## config.mk

```make
export PLATFORM = sky130hd
export DESIGN_NAME = prng_range
export DESIGN_NICKNAME = d
export VERILOG_FILES = /design/src/rtl/prng_pkg.sv /design/src/rtl/prng_range_mask.sv /design/src/rtl/prng_range.sv
export SDC_FILE = /design/constraint.sdc
export NUM_CORES = 1
export LEC_CHECK = 0
export BUFFER_PORTS_ARGS = -buffer_cell sky130_fd_sc_hd__buf_2
export CORE_UTILIZATION = 55
export DETAILED_ROUTE_END_ITERATION = 8
export PLACE_DENSITY = 0.8
export REMOVE_ABC_BUFFERS = 1
export SYNTH_ARGS = -nofsm -noshare
export SYNTH_HDL_FRONTEND = slang
export SYNTH_SLANG_ARGS = --single-unit
```

## constraint.sdc

```tcl
create_clock -name clk -period 4.8 [get_ports clk]
set_input_delay 0.72 -clock clk [delete_from_list [all_inputs] [get_ports clk]]
set_output_delay 0.72 -clock clk [all_outputs]
set_load 0.02 [all_outputs]
```

## src/rtl/prng_pkg.sv

```systemverilog
// Shared types and constants for the prng_range draw engine: FSM states,
// default word width, Park-Miller constants and the mask-width helper.
package prng_pkg;

  localparam int W_DEFAULT = 32;

  localparam logic [31:0] PM_M = 32'd2147483647;
  localparam logic [31:0] PM_A = 32'd16807;

  typedef enum logic [2:0] {
    IDLE,
    START,
    WAIT_HI,
    WAIT_LO,
    CHECK,
    OUT
  } state_t;

  // Smallest k with 2^k >= n. Returns 0 for n of 0 or 1, and 64 when no
  // 64-bit power of two is large enough.
  function automatic int mask_width(input logic [63:0] n);
    int k;
    k = 64;
    for (int i = 63; i >= 0; i--) begin
      if ((64'd1 << i) >= n) k = i;
    end
    return k;
  endfunction

endpackage

```

## src/rtl/prng_range_mask.sv

```systemverilog
// Combinational range-bound to rejection-mask generator (W up to 64 bits).
module prng_range_mask
  import prng_pkg::*;
#(
  parameter int W = W_DEFAULT
) (
  input  logic [W-1:0] n,
  output logic [W-1:0] mask
);

  logic [63:0] n_ext;
  int          k;

  // n of zero means "no bound", so the whole raw word passes through.
  always_comb begin
    n_ext = 64'(n);
    k     = mask_width(n_ext);
    if (n == '0 || k >= W) begin
      mask = '1;
    end else begin
      mask = W'((64'd1 << k) - 64'd1);
    end
  end

endmodule

```

## src/rtl/prng_range.sv

```systemverilog
// Uniform draw in [0,n-1] by mask-and-reject over an external PRNG stage.
// Define PRNG_RANGE_REJECT_CNT_EN to build the saturating reject counter.
module prng_range
  import prng_pkg::*;
#(
  parameter int W = W_DEFAULT
) (
  input  logic         clk,
  input  logic         rst,
  input  logic [W-1:0] seed_init,
  input  logic         req_valid,
  output logic         req_ready,
  input  logic [W-1:0] n,
  output logic         out_valid,
  input  logic         out_ready,
  output logic [W-1:0] out_data,
  output logic         prng_start,
  output logic         prng_cont,
  output logic [W-1:0] prng_seed,
  input  logic         prng_done,
  input  logic [W-1:0] prng_rand,
  output logic [15:0]  reject_cnt
);

  state_t       state;
  state_t       state_nxt;
  logic [W-1:0] n_q;
  logic [W-1:0] mask_q;
  logic [W-1:0] mask_d;
  logic [W-1:0] rand_q;
  logic [W-1:0] seed_q;
  logic [W-1:0] cand;
  logic         accept;

  prng_range_mask #(.W(W)) u_mask (
    .n    (n),
    .mask (mask_d)
  );

  assign cand   = rand_q & mask_q;
  assign accept = (n_q == '0) || (cand < n_q);

  always_ff @(posedge clk) begin
    if (!rst) state <= IDLE;
    else      state <= state_nxt;
  end

  // The PRNG handshake is a full four-phase cycle: wait for done to rise,
  // then for it to fall, before the new word is trusted.
  always_comb begin
    state_nxt = state;
    case (state)
      IDLE:    if (req_valid)  state_nxt = START;
      START:                   state_nxt = WAIT_HI;
      WAIT_HI: if (prng_done)  state_nxt = WAIT_LO;
      WAIT_LO: if (!prng_done) state_nxt = CHECK;
      CHECK:                   state_nxt = accept ? OUT : START;
      OUT:     if (out_ready)  state_nxt = IDLE;
      default:                 state_nxt = IDLE;
    endcase
  end

  always_comb begin
    req_ready  = (state == IDLE);
    prng_start = (state == START) || (state == WAIT_HI);
    out_valid  = (state == OUT);
  end

  assign prng_cont = 1'b0;
  assign prng_seed = seed_q;

  // Every drawn word becomes the next seed, whether it is accepted or not.
  always_ff @(posedge clk) begin
    if (!rst) begin
      seed_q   <= seed_init;
      rand_q   <= '0;
      out_data <= '0;
      n_q      <= '0;
      mask_q   <= '0;
    end else begin
      if (state == IDLE && req_valid) begin
        n_q    <= n;
        mask_q <= mask_d;
      end
      if (state == WAIT_LO && !prng_done) begin
        rand_q <= prng_rand;
        seed_q <= prng_rand;
      end
      if (state == CHECK && accept) begin
        out_data <= cand;
      end
    end
  end

`ifdef PRNG_RANGE_REJECT_CNT_EN
  always_ff @(posedge clk) begin
    if (!rst) begin
      reject_cnt <= '0;
    end else if (state == CHECK && !accept && reject_cnt != 16'hFFFF) begin
      reject_cnt <= reject_cnt + 16'd1;
    end
  end
`else
  assign reject_cnt = '0;
`endif

endmodule

```

==> metrics.cfg <==
[pwr]
switching_share_pct=32.8
ir_worst_vdd_uv=239
switching_power_uw=1340
power.density_nw_per_um2=377
p_clk_share_pct=34.7
static-leakage-power_uw=0.00434
p_int_uw=2740
seq_power_share_pct=42.3
p_comb_share_pct=23.0

[timing]
setup-violations-final=0
rsz0062_at_grt=no
period_needed_ns=4.10
fmaxAchievable_mhz=244
finalClockSkew_ns=0.0130
finalSetupTns_ns=0
slew_headroom_pct=28.1
worst_slew_pin_slew_ns=1.08
finalCritPeriodShare_pct=85.5
hold_viol=0
finalMaxSlewViolations=0

[synthesis]
syn_area_um2=9180
synth_fa_ha_area_share_pct=4.36
syn_inst=1052
ys_seq_elements=163
yosys_most_used_dff=dfxtp_1
synth_top_family_by_area=simple AND/OR/NAND/NOR gates
ys_seq_area_share_pct=39.1
yosys_warnings=0
synth_mux_area_share_pct=8.52
synth_compound_area_share_pct=17.1
synth-xor-area-share_pct=0.859
synthArstFlopShare_pct=0
synth_edf_count=32
avgSynthCellArea_um2=8.72
synth_cell_types=86
synthSimpleGateAreaFrac_pct=24.2

[grt]
grt_pass1_wl_um=41200
grt_pass1_vias=7924
grt_max_degree=71
grtUsageMet1_pct=38.0
grt_util_met3_pct=4.90
overflow=0
globalRouteMet2Util_pct=50.9
busiest_layer=met2
antenna_found_initial=0
grtUsageTotal_pct=30.2

[clock_network]
clkSinkCount=163
cts-resized-gates=0
htreeDepth=4
cts_made_buffers=17
clock_latency_ns=0.44
cts-hold-fix-buffers=0
cts_tree=yes
root_buffer=clkbuf_16
clkTransAtPathRegs_ns=0.06
cts.path.max_buffers=2
cts_setup_buffers=0

[drt]
dr.first_iter.drc_count=569
vias=8251
wire_per_inst_um=17.8
wirelength_um=25500
avgViaCountPerCell=5.75
ant_nets=0
dr.pass1.iters=5
drcViolationCount=0

[setup_path]
crit_buf_inv=2
cp_max_fo=9
cp_slowest_stage_delay_ns=0.61
worstPathRequired_ns=5.11
cp_cell_sequence=buf_2 -> nor3_2 -> nand4_4 -> a2111oi_0 -> buf_4 -> a21oi_1 -> nand3b_1 -> a32o_1 -> a21boi_2 -> nand3_1 -> ha_1 -> nand2_1 -> nor4_4 -> o211ai_4 -> or2_1 -> a22oi_1 -> o22ai_1
crit_slowest_cell=a2111oi_0
cp-start-kind=input port
crit_type=input port to flip-flop
endpoint_kind=flip-flop
critical_path.top_delay_family=simple AND/OR/NAND/NOR gates
crit_arrival_ns=4.41

[layout]
final_cell_mix=nand2_1, buf_2, dfxtp_1
area_delta_synth_final_pct=18.0
fin_nets=1339
drive_above_1_share_pct=25.1
fin_util_pct=67.4
antenna_cells=0
final_common_cell=nand2_1

[place]
io_buffers=167
dp.final_hpwl_um=19000
routabilityCongestion=1.04

[flow_run]
drv_cap=0

[outcome]
outcome=completed

[min_path]
min_path_type=flip-flop to flip-flop

[die]
core_um2=16100
die_w_um=131
die-height_um=131
design.die.area_um2=17200
initial_core_util_pct=57.1
row_count=46
io_pins=185

## power groups by stage
stage               clock network (µW)  logic [µW]  registers (µW)
floorplan                            0         547            1730
global placement                     0         908            1750
detailed placement                   0         926            1750
CTS                               1430         935            1730
global route                      1480        1030            1750
finish                            1420         938            1730
## state kept, by name (all words and copies together) (netlist names)
register	flops
rand_q	32
prng_seed	32
n_q	32
mask_q	32
state	3
out_data	32
## final cells by class
cell class,instances,area (µm²)
Sequential cell,163,3580
Clock inverter,12,129
Clock buffer,20,489
Inverter,39,146
Fill cell,1341,5230
Timing Repair Buffer,199,1080
Tap cell,216,270
Multi-Input combinational cell,786,5130
## worst paths after layout
path | to | cells past startpoint | slack, ns | startpoint
worst max-delay path | mask_q[28] | 17 | 0.70 | n[18]
worst min-delay path | out_data[17] | 2 | 0.45 | out_data[17]
worst max register to register | out_data[30] | 15 | 1.33 | mask_q[17]
worst min register to register | out_data[17] | 2 | 0.45 | out_data[17]
## cells by family after synthesis
| logic type | after synthesis |
|---|---|
| AO/OA/AOI/OAI | 219 |
| XOR/XNOR | 9 |
| adder cells (fa/ha/maj) | 32 |
| buffers and inverters | 119 |
| flip-flops | 163 |
| multiplexers | 74 |
| other | 1 |
| AND/OR/NAND/NOR | 435 |
## through the flow
stage                     setup WS (ns)  hold WS [ns]  area, µm²  instances  power, µW
after floorplan                 -0.0821         0.439       8840        988       2280
after global routing              0.385         0.476      10800       1435       4260
after detailed placement          0.327         0.445      10200       1403       2680
after CTS                         0.764         0.455      10800       1435       4090
final                             0.697         0.453      10800       1435       4080
after global placement            0.358         0.440      10200       1403       2660
## metal layers
| metal | up-vias | part of all wire [%] |
|---|---|---|
| met5 | - | 0 |
| met4 | 0 | 3.5 |
| met3 | 61 | 5.4 |
| met2 | 303 | 48 |
| met1 | 3911 | 43 |
| li1 | 3976 | - |
## worst min-delay path, cell delays in order (launching register included)
cell	delay, ns
dfxtp_1	0.31
nand2_1	0.05
mux2i_1	0.05
## synthesized netlist by cell type (all sizes together), types with 4 or more instances
cell type / number / area share [%]
nor3b: 5 / 0.41
buf: 29 / 2.2
o21a: 9 / 0.74
nor2: 34 / 1.5
nor3: 26 / 1.9
xnor2: 6 / 0.57
dfxtp: 131 / 29
a31oi: 8 / 0.71
a21o: 9 / 0.74
inv: 39 / 1.6
o31ai: 5 / 0.41
or4: 5 / 0.45
o221a: 5 / 0.61
o21ai: 41 / 2.2
and3: 4 / 0.27
nor2b: 9 / 0.70
edfxtp: 32 / 10
a21boi: 69 / 5.7
ha: 32 / 4.4
clkbuf: 51 / 2.1
mux2: 33 / 4.1
nor4: 21 / 1.9
nor4b: 4 / 0.38
mux2i: 41 / 4.5
nand2b: 6 / 0.49
or2: 9 / 0.61
o211ai: 5 / 0.61
nand3: 11 / 0.60
o41ai: 4 / 0.67
a21oi: 35 / 2.0
and2: 35 / 2.4
nand4: 15 / 1.3
or3: 9 / 0.61
nand2: 229 / 9.4
(Power assumes the default switching activity.)
